===== src/rtl/exec_issue_ctrl_if.sv =====
// Decode/Execute/writeback signal bundle for exec_issue_ctrl.
// The controller takes the slave side; the surrounding pipeline (or a bench) takes the master side.
interface exec_issue_ctrl_if #(
    parameter int RIDX_W  = 5,
    parameter int STALL_W = 16
);
    logic              dec_valid;
    logic              dec_ready;
    logic [5:0]        dec_type;
    logic [RIDX_W-1:0] dec_rs1;
    logic [RIDX_W-1:0] dec_rs2;
    logic [RIDX_W-1:0] dec_rd;
    logic              dec_use_rs1;
    logic              dec_use_rs2;
    logic              exec_valid;
    logic [RIDX_W-1:0] exec_rd;
    logic              wb_valid;
    logic [RIDX_W-1:0] wb_rd;
    logic              branch_taken;
    logic              flush;
    logic [STALL_W-1:0] stall_cnt;

    modport master (
        output dec_valid, dec_type, dec_rs1, dec_rs2, dec_rd, dec_use_rs1, dec_use_rs2,
               wb_valid, wb_rd, branch_taken,
        input  dec_ready, exec_valid, exec_rd, flush, stall_cnt
    );

    modport slave (
        input  dec_valid, dec_type, dec_rs1, dec_rs2, dec_rd, dec_use_rs1, dec_use_rs2,
               wb_valid, wb_rd, branch_taken,
        output dec_ready, exec_valid, exec_rd, flush, stall_cnt
    );
endinterface


===== src/rtl/exec_issue_ctrl.sv =====
// Issue controller: RAW scoreboard, one-per-cycle issue pulse, branch-resolution hold and flush.
// Optional stall counter enabled by defining EXEC_ISSUE_STALL_CNT_EN.
module exec_issue_ctrl #(
    parameter int NUM_REGS = 32,
    parameter int RIDX_W   = 5,
    parameter int STALL_W  = 16
) (
    input  logic              clk,
    input  logic              rst_n,
    exec_issue_ctrl_if.slave  bus
);
    // dec_type is one-hot {r,i,s,b,u,j}, bit5=r ... bit0=j
    localparam logic [5:0] T_R = 6'b100000;
    localparam logic [5:0] T_I = 6'b010000;
    localparam logic [5:0] T_B = 6'b000100;
    localparam logic [5:0] T_U = 6'b000010;
    localparam logic [5:0] T_J = 6'b000001;

    typedef enum logic [1:0] {
        RUN     = 2'd0,
        BR_WAIT = 2'd1,
        FLUSH   = 2'd2
    } state_t;

    state_t              state;
    state_t              state_nxt;
    logic [NUM_REGS-1:0] sb;
    logic [NUM_REGS-1:0] sb_nxt;
    logic                haz;
    logic                accept;
    logic                is_writer;
    logic                is_branch;
    logic                exec_valid_q;
    logic [RIDX_W-1:0]   exec_rd_q;

    assign haz = (bus.dec_use_rs1 && (bus.dec_rs1 != '0) && sb[bus.dec_rs1]) ||
                 (bus.dec_use_rs2 && (bus.dec_rs2 != '0) && sb[bus.dec_rs2]);

    // Malformed (zero or multi-hot) types match none of these and issue as plain ops.
    assign is_writer = (bus.dec_type == T_R) || (bus.dec_type == T_I) ||
                       (bus.dec_type == T_U) || (bus.dec_type == T_J);
    assign is_branch = (bus.dec_type == T_B) || (bus.dec_type == T_J);

    assign bus.dec_ready = rst_n && (state == RUN) && !haz;
    assign accept        = bus.dec_valid && bus.dec_ready;
    assign bus.flush     = (state == FLUSH);

    // Set after clear so a same-cycle collision on one register leaves it busy.
    always_comb begin
        // NOTE: every always_comb output gets a default first so no path can infer a latch.
        sb_nxt = sb;
        if (bus.wb_valid) begin
            sb_nxt[bus.wb_rd] = 1'b0;
        end
        if (accept && is_writer && (bus.dec_rd != '0)) begin
            sb_nxt[bus.dec_rd] = 1'b1;
        end
    end

    always_comb begin
        state_nxt = state;
        unique case (state)
            RUN:     if (accept && is_branch) state_nxt = BR_WAIT;
            BR_WAIT: state_nxt = bus.branch_taken ? FLUSH : RUN;
            FLUSH:   state_nxt = RUN;
            default: state_nxt = RUN;
        endcase
    end

    always_ff @(posedge clk) begin
        // NOTE: sequential state uses non-blocking assignments so all flops update together.
        if (!rst_n) begin
            state        <= RUN;
            sb           <= '0;
            exec_valid_q <= 1'b0;
            exec_rd_q    <= '0;
        end else begin
            state        <= state_nxt;
            sb           <= sb_nxt;
            exec_valid_q <= accept;
            if (accept) begin
                exec_rd_q <= bus.dec_rd;
            end
        end
    end

    assign bus.exec_valid = exec_valid_q;
    assign bus.exec_rd    = exec_rd_q;

`ifdef EXEC_ISSUE_STALL_CNT_EN
    logic [STALL_W-1:0] stall_q;

    always_ff @(posedge clk) begin
        if (!rst_n) begin
            stall_q <= '0;
        end else if (bus.dec_valid && !bus.dec_ready && !(&stall_q)) begin
            stall_q <= stall_q + 1'b1;
        end
    end

    assign bus.stall_cnt = stall_q;
`else
    assign bus.stall_cnt = {STALL_W{1'b0}};
`endif
endmodule


===== src/flat_wrapper.sv =====
// flat-port wrapper written by rule: the top's interface ports become plain ports
module exec_issue_ctrl_flat 
#(
    parameter int NUM_REGS = 32,
    parameter int RIDX_W   = 5,
    parameter int STALL_W  = 16
)
  (clk, rst_n, bus_dec_valid, bus_dec_type, bus_dec_rs1, bus_dec_rs2, bus_dec_rd, bus_dec_use_rs1, bus_dec_use_rs2, bus_wb_valid, bus_wb_rd, bus_branch_taken, bus_dec_ready, bus_exec_valid, bus_exec_rd, bus_flush, bus_stall_cnt);
  exec_issue_ctrl_if #(.RIDX_W(RIDX_W), .STALL_W(STALL_W)) bus_i ();
  input  logic clk;
  input  logic rst_n;
  input wire logic [$bits(bus_i.dec_valid)-1:0] bus_dec_valid;
  input wire logic [$bits(bus_i.dec_type)-1:0] bus_dec_type;
  input wire logic [$bits(bus_i.dec_rs1)-1:0] bus_dec_rs1;
  input wire logic [$bits(bus_i.dec_rs2)-1:0] bus_dec_rs2;
  input wire logic [$bits(bus_i.dec_rd)-1:0] bus_dec_rd;
  input wire logic [$bits(bus_i.dec_use_rs1)-1:0] bus_dec_use_rs1;
  input wire logic [$bits(bus_i.dec_use_rs2)-1:0] bus_dec_use_rs2;
  input wire logic [$bits(bus_i.wb_valid)-1:0] bus_wb_valid;
  input wire logic [$bits(bus_i.wb_rd)-1:0] bus_wb_rd;
  input wire logic [$bits(bus_i.branch_taken)-1:0] bus_branch_taken;
  output wire logic [$bits(bus_i.dec_ready)-1:0] bus_dec_ready;
  output wire logic [$bits(bus_i.exec_valid)-1:0] bus_exec_valid;
  output wire logic [$bits(bus_i.exec_rd)-1:0] bus_exec_rd;
  output wire logic [$bits(bus_i.flush)-1:0] bus_flush;
  output wire logic [$bits(bus_i.stall_cnt)-1:0] bus_stall_cnt;
  assign bus_i.dec_valid = bus_dec_valid;
  assign bus_i.dec_type = bus_dec_type;
  assign bus_i.dec_rs1 = bus_dec_rs1;
  assign bus_i.dec_rs2 = bus_dec_rs2;
  assign bus_i.dec_rd = bus_dec_rd;
  assign bus_i.dec_use_rs1 = bus_dec_use_rs1;
  assign bus_i.dec_use_rs2 = bus_dec_use_rs2;
  assign bus_i.wb_valid = bus_wb_valid;
  assign bus_i.wb_rd = bus_wb_rd;
  assign bus_i.branch_taken = bus_branch_taken;
  assign bus_dec_ready = bus_i.dec_ready;
  assign bus_exec_valid = bus_i.exec_valid;
  assign bus_exec_rd = bus_i.exec_rd;
  assign bus_flush = bus_i.flush;
  assign bus_stall_cnt = bus_i.stall_cnt;
  exec_issue_ctrl #(.NUM_REGS(NUM_REGS), .RIDX_W(RIDX_W), .STALL_W(STALL_W)) u_core (.clk(clk), .rst_n(rst_n), .bus(bus_i));
endmodule

===== config.mk =====
export PLATFORM = sky130hd
export DESIGN_NAME = exec_issue_ctrl_flat
export DESIGN_NICKNAME = d
export VERILOG_FILES = /design/src/rtl/exec_issue_ctrl_if.sv /design/src/rtl/exec_issue_ctrl.sv /design/src/flat_wrapper.sv
export SDC_FILE = /design/constraint.sdc
export NUM_CORES = 1
export LEC_CHECK = 0
export CAP_MARGIN = 5
export CORE_ASPECT_RATIO = 0.8
export CORE_MARGIN = 2
export CORE_UTILIZATION = 33
export CTS_BUF_LIST = sky130_fd_sc_hd__clkbuf_4
export CTS_CLUSTER_DIAMETER = 120
export DETAILED_ROUTE_END_ITERATION = 10
export GPL_TIMING_DRIVEN = 0
export HOLD_SLACK_MARGIN = 0.08
export RECOVER_POWER = 50
export SETUP_SLACK_MARGIN = 0.05
export SYNTH_ARGS = -nofsm -noshare
export SYNTH_HDL_FRONTEND = slang
export SYNTH_SLANG_ARGS = --single-unit

===== constraint.sdc =====
create_clock -name clk -period 5.2 [get_ports clk]
set_clock_uncertainty 0.15 [all_clocks]
set_input_delay 0.52 -clock clk [delete_from_list [all_inputs] [get_ports clk]]
set_output_delay 0.52 -clock clk [all_outputs]
set_load 0.1 [all_outputs]

# Yosys cells after proc, flatten, opt, wreduce, memory -nomap -nowiden
# Cells that the tools add are included.
[totals]
word_cells = 56
output_inout_bits = 24
register_bits = 40
[op_classes]
mux = 13
bitwise = 3
n_reduce_logical = 22
n_eq_ne = 8
order_cmp = 6
[op_table]
columns = ["cell", "n"]
rows = [
  ["32-bit 2-to-1 mux", 2],
  ["32-bit AND", 1],
  ["32-bit inverter", 1],
  ["32-bit OR", 1],
  ["5-bit by 6-bit less-than comparator with 1-bit output, second input constant", 4],
  ["5-bit nonzero test", 3],
  ["1-bit logical AND", 12],
  ["1-bit binary-select mux with 5-bit select", 2],
  ["1-bit demux with 5-bit select", 2],
  ["5-bit by 1-bit >= comparator with 1-bit output, second input constant", 2],
  ["6-bit by 1-bit == test with 1-bit output, second input constant", 1],
  ["6-bit by 2-bit == test with 1-bit output, second input constant", 1],
  ["6-bit by 3-bit == test with 1-bit output, second input constant", 1],
  ["6-bit by 5-bit == test with 1-bit output, second input constant", 1],
  ["6-bit == test, second input constant", 1],
  ["1-bit logical OR", 5],
  ["1-bit 2-to-1 mux", 4],
  ["2-bit 2-to-1 mux", 2],
  ["2-bit one-hot mux with 2 select lines", 1],
  ["2-bit by 1-bit == test with 1-bit output, second input constant", 1],
  ["2-bit == test, second input constant", 1],
  ["2-bit zero test", 1],
  ["2-bit != test, second input constant", 1],
  ["1-bit zero test", 1],
]

# Depth between registers and ports, before layout
# Gate-level depths: netlist of the first run.
[depth]
depth_word = 10
depth_mapped = 9
depth_no_buf = 6

# Worst setup path after synthesis of the first run
# No wires, ideal clock.
[synth_path]
path_kind = "in2out"
from = "input bus_dec_rs2[0]"
to = "output bus_dec_ready"
cell_stages = 6
t_required_ns = 4.530
arrival_time_ns = 2.541
slack_ns = 1.989
cell_sequence = "buf_6 -> mux4_2 -> mux2_2 -> a211oi_1 -> a221o_1 -> and2_1"
[synth_between]
elab_chain_len = 6
[synth_lines]
columns = ["element", "line_no", "rtl"]
rows = [
  ["start: declaration", "flat_wrapper.sv:15", "input wire logic [$bits(bus_i.dec_rs2)-1:0] bus_dec_rs2;"],
  ["1-bit binary-select mux with 5-bit select or 5-bit nonzero test (tied branches)", "exec_issue_ctrl.sv:37", "(bus.dec_use_rs2 && (bus.dec_rs2 != '0) && sb[bus.dec_rs2]);"],
  ["1-bit 2-to-1 mux (not written as such) or 1-bit logical AND (tied branches)", "exec_issue_ctrl.sv:37", ""],
  ["1-bit logical AND (*)", "exec_issue_ctrl.sv:37", ""],
  ["1-bit logical OR (*)", "exec_issue_ctrl.sv:36", "assign haz = (bus.dec_use_rs1 && (bus.dec_rs1 != '0) && sb[bus.dec_rs1]) ||"],
  ["1-bit zero test (*)", "exec_issue_ctrl.sv:44", "assign bus.dec_ready = rst_n && (state == RUN) && !haz;"],
  ["1-bit logical AND (*)", "exec_issue_ctrl.sv:44", ""],
  ["end: declaration", "flat_wrapper.sv:22", "output wire logic [$bits(bus_i.dec_ready)-1:0] bus_dec_ready;"],
]
# Mark *: on every way between the ends. The rest lies on a longest branch, timed or not. The select of a mux whose other input is x is not followed.

# Final worst setup path of the first run
# Ends and elaborated chain as after synthesis.

==> summary.txt, run 1 <==
Run status
  • Result of the run: completed

Setup path
  • Worst EP required: 4.53 ns
  • Highest fanout seen on the critical path: 10
  • CP startpoint kind: primary input
  • Critical path endpoint category: output pin
  • Count of buffering cells on the critical path with inverters included: 3
  • Cells along the critical path: dlygate4sd3_1 -> buf_6 -> mux4_2 -> mux2_1 -> a211oi_1 -> a221o_1 -> and2_1 -> clkdlybuf4s50_1
  • Data arrival time at the worst-slack endpoint: 3.84 ns
  • Category of cells accounting for the largest share of critical-path delay: buffers and inverters
  • Length in cells of the worst reg-to-reg path: 8
  • Source of the worst register-to-register timing path: u_core.sb[15]
  • Critical Path Start: bus_dec_rs2[0]
  • Crit path max-delay cell type: sky130_fd_sc_hd__clkdlybuf4s50_1
  • Critical Path End: bus_dec_ready
  • Worst path depth: 8
  • Kind of critical path: in2out
  • Stage delay of the slowest cell on the critical path: 1.12 ns
  • Endpoint of the worst-slack reg-to-reg timing path: u_core.state[0]
  • Reg2reg setup slack: 2.37 ns

Clocking
  • TritonCTS clock tree: built
  • Clock sink count: 40
  • Number of buffers created by CTS: 5
  • Buffer depth of the longest clock path: 2
  • Source-to-sink clock delay at the later pin of the worst-skew pair: 0.35 ns
  • Count of cells resized by post-cts repair: 0
  • Total of hold buffers inserted after clock tree synthesis: 0
  • Reg clk slew, reported paths: 0.13 ns
  • Setup repair bufs after CTS: 0
  • Buffer cell driving the clock tree root: sky130_fd_sc_hd__clkbuf_4
  • Level count of the clock H-tree: 2

Place
  • Post-detail-place hpwl: 5740 µm
  • Weighted congestion reported at the end of routability-driven placement: 0.835
  • Buffers on Ports: 35

STA
  • Setup Viol. Count Final: 0
  • RSZ-0062 raised after global routing: false
  • Final slew viol count: 0
  • Final period utilization: 0.867
  • Sum Neg Setup Slack: 0 ns
  • Worst-Margin Slew: 0.977 ns
  • Hold violation total from the final report: 0
  • Max_slew headroom: 0.346
  • Max Clock Freq: 222 MHz
  • Period minus WS final: 4.51 ns
  • Smallest hold slack: 0.322 ns

Routing
  • Number of DRC markers in iteration 0: 152
  • Routed length on met1: 3520 µm
  • Met2 WL: 3280 µm
  • First-pass iteration count of the detailed router: 5
  • Antenna violation net count after detailed routing: 0
  • Routed vias: 2392
  • Total wirelength of the detailed-routed design: 7600 µm
  • Top layer reached by signal wires: met4
  • Wire length per cell: 18.0 µm
  • Vias per cell: 5.68
  • Met3 Routed Length: 681 µm
  • Final routed DRC violation total: 0

Power and ir drop
  • PD cells: 232 nW/µm²
  • Internal power of the cells: 0.000467 W
  • Switching component of the power: 0.000268 W
  • Static leakage: 1.18 nW
  • Clock network fraction of total power: 0.284
  • Switching part of the total power: 0.364
  • Peak ir drop on the vdd network: 0.0942 mV
  • Part of the power in combinational logic: 0.289
  • Sequential share of power: 0.426

Logic synthesis
  • EDFF count, synth: 0
  • Total of flip-flops plus latches after synthesis: 40
  • Synth async-reset ratio: 0
  • Netlist cell types: 44
  • Netlist area before placement: 2570 µm²
  • Number of instances in the synthesized netlist: 258
  • Sequential fraction of the synthesis area: 0.312
  • Prevailing post-synth register cell: sky130_fd_sc_hd__dfxtp_1
  • Mean Syn Cell Area: 9.96 µm²
  • Number of warnings printed during yosys synthesis: 0

Floorplanning
  • Core region area: 7460 µm²
  • Starting utilization of the core area: 0.344
  • Row count: 28
  • Number of primary I/O pins: 57
  • Die extent in y: 82.9 µm
  • Floorplan die area: 8510 µm²
  • Die Wd: 103 µm

Run
  • Max-cap violations: 0

Finish
  • Diode insertion count for antenna repair: 0
  • Share of cells above drive strength 1: 0.174
  • Commonest non-fill, non-tap cells in the layout: sky130_fd_sc_hd__dfxtp_1 (40), sky130_fd_sc_hd__o211ai_1 (32), sky130_fd_sc_hd__clkdlybuf4s50_1 (26)
  • Final standard cell utilization of the core: 0.425
  • Post-layout net count: 348
  • Most common library cell in the layout ignoring fill and taps: sky130_fd_sc_hd__dfxtp_1
  • Synthesis-to-layout area growth: 23.5%

Global route
  • Overflow left after global routing: 0
  • Total routing resource utilization after global routing: 0.177
  • Largest net degree at the start of global routing: 14
  • Initial antenna violation count: 0
  • Global-route wire length before repair: 11800 µm
  • Via count of the first global-routing pass: 2217

Hold path
  • Worst Hold Launch: u_core.bus.exec_rd[3]
  • Classification of the worst-slack hold path: reg2reg
## worst min-delay path, cell delays in order (launching register included)
cell and delay, ns:
sky130_fd_sc_hd__dfxtp_1 0.33, sky130_fd_sc_hd__nand2_1 0.05, sky130_fd_sc_hd__mux2i_1 0.06
## cell families after synthesis
family,Yosys count,synth area share
muxes,29,0.175
buffers and inverters,45,0.0994
and+or+nand+nor,66,0.150
DFF,40,0.312
other,1,0.00146
AOI/OAI and AO/OA,75,0.255
xor gates and xnor gates,2,0.00682
## area by class of cell
cell class | instances | area [µm²]
plain buffers | 38 | 220
well taps | 105 | 131
clock inverters | 3 | 42.5
repair buffers | 35 | 350
inverters | 7 | 26.3
flip-flops and latches | 40 | 801
fillers | 748 | 4290
multi-input cells | 188 | 1560
clock buffers | 5 | 37.5
## worst min-delay path by stage
stage,endpoint,cells past startpoint
after floorplan,u_core.sb[0],1
after global placement,u_core.bus.exec_rd[0],2
after detailed placement,u_core.bus.exec_rd[0],2
after CTS,u_core.bus.exec_rd[0],2
after global routing,u_core.sb[0],1
final,u_core.bus.exec_rd[3],2
## synthesized netlist by cell type, types with 2 or more instances
| cell type | instances | area, µm² |
|---|---|---|
| sky130_fd_sc_hd__o41ai_2 | 10 | 163 |
| sky130_fd_sc_hd__nor3_1 | 2 | 10.0 |
| sky130_fd_sc_hd__mux2i_1 | 12 | 120 |
| sky130_fd_sc_hd__nand2b_1 | 2 | 12.5 |
| sky130_fd_sc_hd__o41ai_1 | 14 | 123 |
| sky130_fd_sc_hd__mux2_2 | 5 | 56.3 |
| sky130_fd_sc_hd__buf_4 | 16 | 120 |
| sky130_fd_sc_hd__nand2_1 | 14 | 52.6 |
| sky130_fd_sc_hd__mux4_2 | 11 | 248 |
| sky130_fd_sc_hd__buf_2 | 3 | 15.0 |
| sky130_fd_sc_hd__nor2b_1 | 3 | 18.8 |
| sky130_fd_sc_hd__or4_1 | 8 | 60.1 |
| sky130_fd_sc_hd__nand3_1 | 7 | 35.0 |
| sky130_fd_sc_hd__o211ai_1 | 32 | 240 |
| sky130_fd_sc_hd__inv_1 | 7 | 26.3 |
| sky130_fd_sc_hd__o21ai_0 | 10 | 50.1 |
| sky130_fd_sc_hd__buf_6 | 3 | 33.8 |
| sky130_fd_sc_hd__or3_1 | 5 | 31.3 |
| sky130_fd_sc_hd__or3b_2 | 2 | 17.5 |
| sky130_fd_sc_hd__nand3b_1 | 7 | 52.6 |
| sky130_fd_sc_hd__nor3b_1 | 2 | 15.0 |
| sky130_fd_sc_hd__buf_1 | 4 | 15.0 |
| sky130_fd_sc_hd__nor2_1 | 7 | 26.3 |
| sky130_fd_sc_hd__clkbuf_1 | 12 | 45.0 |
| sky130_fd_sc_hd__nand4_1 | 2 | 12.5 |
| sky130_fd_sc_hd__dfxtp_1 | 40 | 801 |
## state kept, by name, indices dropped and copies added, names as in the netlist
register,cells
u_core.state,2
u_core.sb,32
u_core.bus.exec_rd,5
u_core.bus.exec_valid,1
## per-stage QoR
step | cell area [µm²] | std cells | total power, W | setup WS [ns]
finish | 3170 | 421 | 0.000735 | 0.693
floorplan | 2630 | 273 | 0.000476 | 1.99
CTS | 3190 | 421 | 0.000740 | 0.796
global placement | 3110 | 413 | 0.000534 | 0.791
global route | 3170 | 421 | 0.000762 | 0.610
detailed placement | 3110 | 413 | 0.000535 | 0.798
## power by group through the flow
stage | Sequential [W] | Clock (W) | Combinational (W)
floorplan | 0.000352 | 0 | 0.000124
global placement | 0.000320 | 0 | 0.000214
detailed placement | 0.000320 | 0 | 0.000214
CTS | 0.000314 | 0.000211 | 0.000215
global route | 0.000314 | 0.000225 | 0.000223
finish | 0.000313 | 0.000209 | 0.000213
## per-layer routing
layer	vias up	track usage
met5	-	0
li1	1118	-
met3	12	0.0438
met4	0	0.0412
met2	135	0.258
met1	1127	0.262
Note: power is estimated with default switching activity, not from simulation.
==> inputs of run 2 (changes only) <==
--- a/config.mk
+++ b/config.mk
@@ -14,6 +14,7 @@
 export DETAILED_ROUTE_END_ITERATION = 10
 export GPL_TIMING_DRIVEN = 0
 export HOLD_SLACK_MARGIN = 0.08
+export PLACE_DENSITY = 0.65
 export RECOVER_POWER = 50
 export SETUP_SLACK_MARGIN = 0.05
 export SYNTH_ARGS = -nofsm -noshare
==> summary.txt, run 2 (synthesized netlist as in run 1, its figures left out) <==
STA
  • Worst-Margin Slew: 0.982 ns
  • Final slew viol count: 0
  • Setup Viol. Count Final: 0
  • Least setup slack across all paths after layout: 0.684 ns
  • RSZ-0062 raised after global routing: false
  • Hold violation total from the final report: 0
  • Period minus WS final: 4.52 ns
  • Max Clock Freq: 221 MHz
  • Sum Neg Setup Slack: 0 ns
  • Max_slew headroom: 0.343
  • Final period utilization: 0.869

Clocking
  • Clock sink count: 40
  • Total of hold buffers inserted after clock tree synthesis: 0
  • Buffer depth of the longest clock path: 2
  • Setup repair bufs after CTS: 0
  • Level count of the clock H-tree: 2
  • Count of cells resized by post-cts repair: 0
  • Source-to-sink clock delay at the later pin of the worst-skew pair: 0.36 ns
  • Reg clk slew, reported paths: 0.13 ns
  • TritonCTS clock tree: built
  • Number of buffers created by CTS: 5
  • Buffer cell driving the clock tree root: sky130_fd_sc_hd__clkbuf_4

Setup path
  • Worst EP required: 4.53 ns
  • Data arrival time at the worst-slack endpoint: 3.85 ns
  • Category of cells accounting for the largest share of critical-path delay: buffers and inverters
  • Crit path max-delay cell type: sky130_fd_sc_hd__clkdlybuf4s50_1
  • CP startpoint kind: primary input
  • Stage delay of the slowest cell on the critical path: 1.12 ns
  • Count of buffering cells on the critical path with inverters included: 3
  • Critical path endpoint category: output pin
  • Kind of critical path: in2out
  • Cells along the critical path: dlygate4sd3_1 -> buf_6 -> mux4_2 -> mux2_1 -> a211oi_1 -> a221o_1 -> and2_1 -> clkdlybuf4s50_1
  • Highest fanout seen on the critical path: 10

Global route
  • Largest net degree at the start of global routing: 14
  • Total routing resource utilization after global routing: 0.183
  • Global-route wire length before repair: 12100 µm
  • Via count of the first global-routing pass: 2269
  • Overflow left after global routing: 0
  • Initial antenna violation count: 0

Routing
  • Final routed DRC violation total: 0
  • Total wirelength of the detailed-routed design: 7590 µm
  • Wire length per cell: 18.0 µm
  • Antenna violation net count after detailed routing: 0
  • Vias per cell: 5.71
  • Routed vias: 2403
  • First-pass iteration count of the detailed router: 4
  • Number of DRC markers in iteration 0: 215

Finish
  • Most flops, register: u_core.sb
  • Number of flip-flops under the largest register name: 32
  • Final Instance Area: 3170 µm²
  • Most common library cell in the layout ignoring fill and taps: sky130_fd_sc_hd__dfxtp_1
  • Share of cells above drive strength 1: 0.174
  • Final standard cell utilization of the core: 0.425
  • Synthesis-to-layout area growth: 23.5%
  • Commonest non-fill, non-tap cells in the layout: sky130_fd_sc_hd__dfxtp_1 (40), sky130_fd_sc_hd__o211ai_1 (32), sky130_fd_sc_hd__clkdlybuf4s50_1 (26)
  • Diode insertion count for antenna repair: 0
  • Layout filler cell count: 746
  • Post-layout net count: 348

Power and ir drop
  • Static leakage: 1.18 nW
  • PD cells: 232 nW/µm²
  • Internal power of the cells: 0.000467 W
  • Switching component of the power: 0.000268 W
  • Peak ir drop on the vdd network: 0.109 mV
  • Sequential share of power: 0.426
  • Clock network fraction of total power: 0.285
  • Total power after layout: 0.000735 W
  • Part of the power in combinational logic: 0.289
  • Switching part of the total power: 0.364

Run
  • Max-cap violations: 0

Place
  • Weighted congestion reported at the end of routability-driven placement: 0.907
  • Area post-placement: 3110 µm²
  • Post-place setup slack: 0.788 ns
  • Post-detail-place hpwl: 5760 µm
  • Buffers on Ports: 35

Floorplanning
  • Number of primary I/O pins: 57
  • Starting utilization of the core area: 0.344
  • Die extent in y: 82.9 µm
  • Row count: 28
  • Floorplan die area: 8510 µm²
  • Core region area: 7460 µm²
  • Die Wd: 103 µm

Hold path
  • Classification of the worst-slack hold path: reg2reg

Run status
  • Result of the run: completed
-- run 2: cell counts in the layout (fill, tap and decap cells not counted) --
No cell type changed its count.
-- run 2: layout make-up --
class | count | area [µm²] | share of cell area
plain buffers | 38 | 220 | 0.0694
clock buffers | 5 | 37.5 | 0.0118
clock inverters | 3 | 42.5 | 0.0134
inverters | 7 | 26.3 | 0.00828
multi-input cells | 188 | 1560 | 0.493
flip-flops and latches | 40 | 801 | 0.252
well taps | 105 | 131 | 0.0414
repair buffers | 35 | 350 | 0.110
-- run 2: routing by layer --
| metal | global-route usage | part of all wire |
|---|---|---|
| met1 | 0.269 | 0.45 |
| met2 | 0.271 | 0.44 |
| met3 | 0.0421 | 0.093 |
| met4 | 0.0412 | 0.0088 |
| met5 | 0 | 0 |
-- run 2: worst reg2reg max path: stages (launching register included) --
cell,delay [ns]
sky130_fd_sc_hd__dfxtp_1,0.35
sky130_fd_sc_hd__mux4_2,0.47
sky130_fd_sc_hd__mux2_1,0.34
sky130_fd_sc_hd__a211oi_1,0.26
sky130_fd_sc_hd__a221o_1,0.16
sky130_fd_sc_hd__nand3_1,0.11
sky130_fd_sc_hd__clkbuf_1,0.27
sky130_fd_sc_hd__clkbuf_1,0.33
sky130_fd_sc_hd__nor3_1,0.35
-- run 2: metrics by stage --
stage,hold WS (ns),cells
5_1_grt,0.345,421
4_1_cts,0.325,421
6_report,0.322,421
2_1_floorplan,0.294,273
3_5_place_dp,0.308,413
3_3_place_gp,0.301,413
-- run 2: power by group through the flow --
stage | Sequential [W] | Clock, W | Combinational [W]
final | 0.000313 | 0.000210 | 0.000212
after global placement | 0.000320 | 0 | 0.000213
after global routing | 0.000314 | 0.000225 | 0.000223
after floorplan | 0.000352 | 0 | 0.000124
after detailed placement | 0.000320 | 0 | 0.000214
after CTS | 0.000313 | 0.000212 | 0.000215
-- run 2: worst paths after layout --
kind / start / end / slack, ns / cells past startpoint
max reg2reg: u_core.sb[15] / u_core.state[0] / 2.32 / 8
min: u_core.bus.exec_rd[4] / u_core.bus.exec_rd[4] / 0.32 / 2
min reg2reg: u_core.bus.exec_rd[4] / u_core.bus.exec_rd[4] / 0.32 / 2
max: bus_dec_rs2[0] / bus_dec_ready / 0.68 / 8
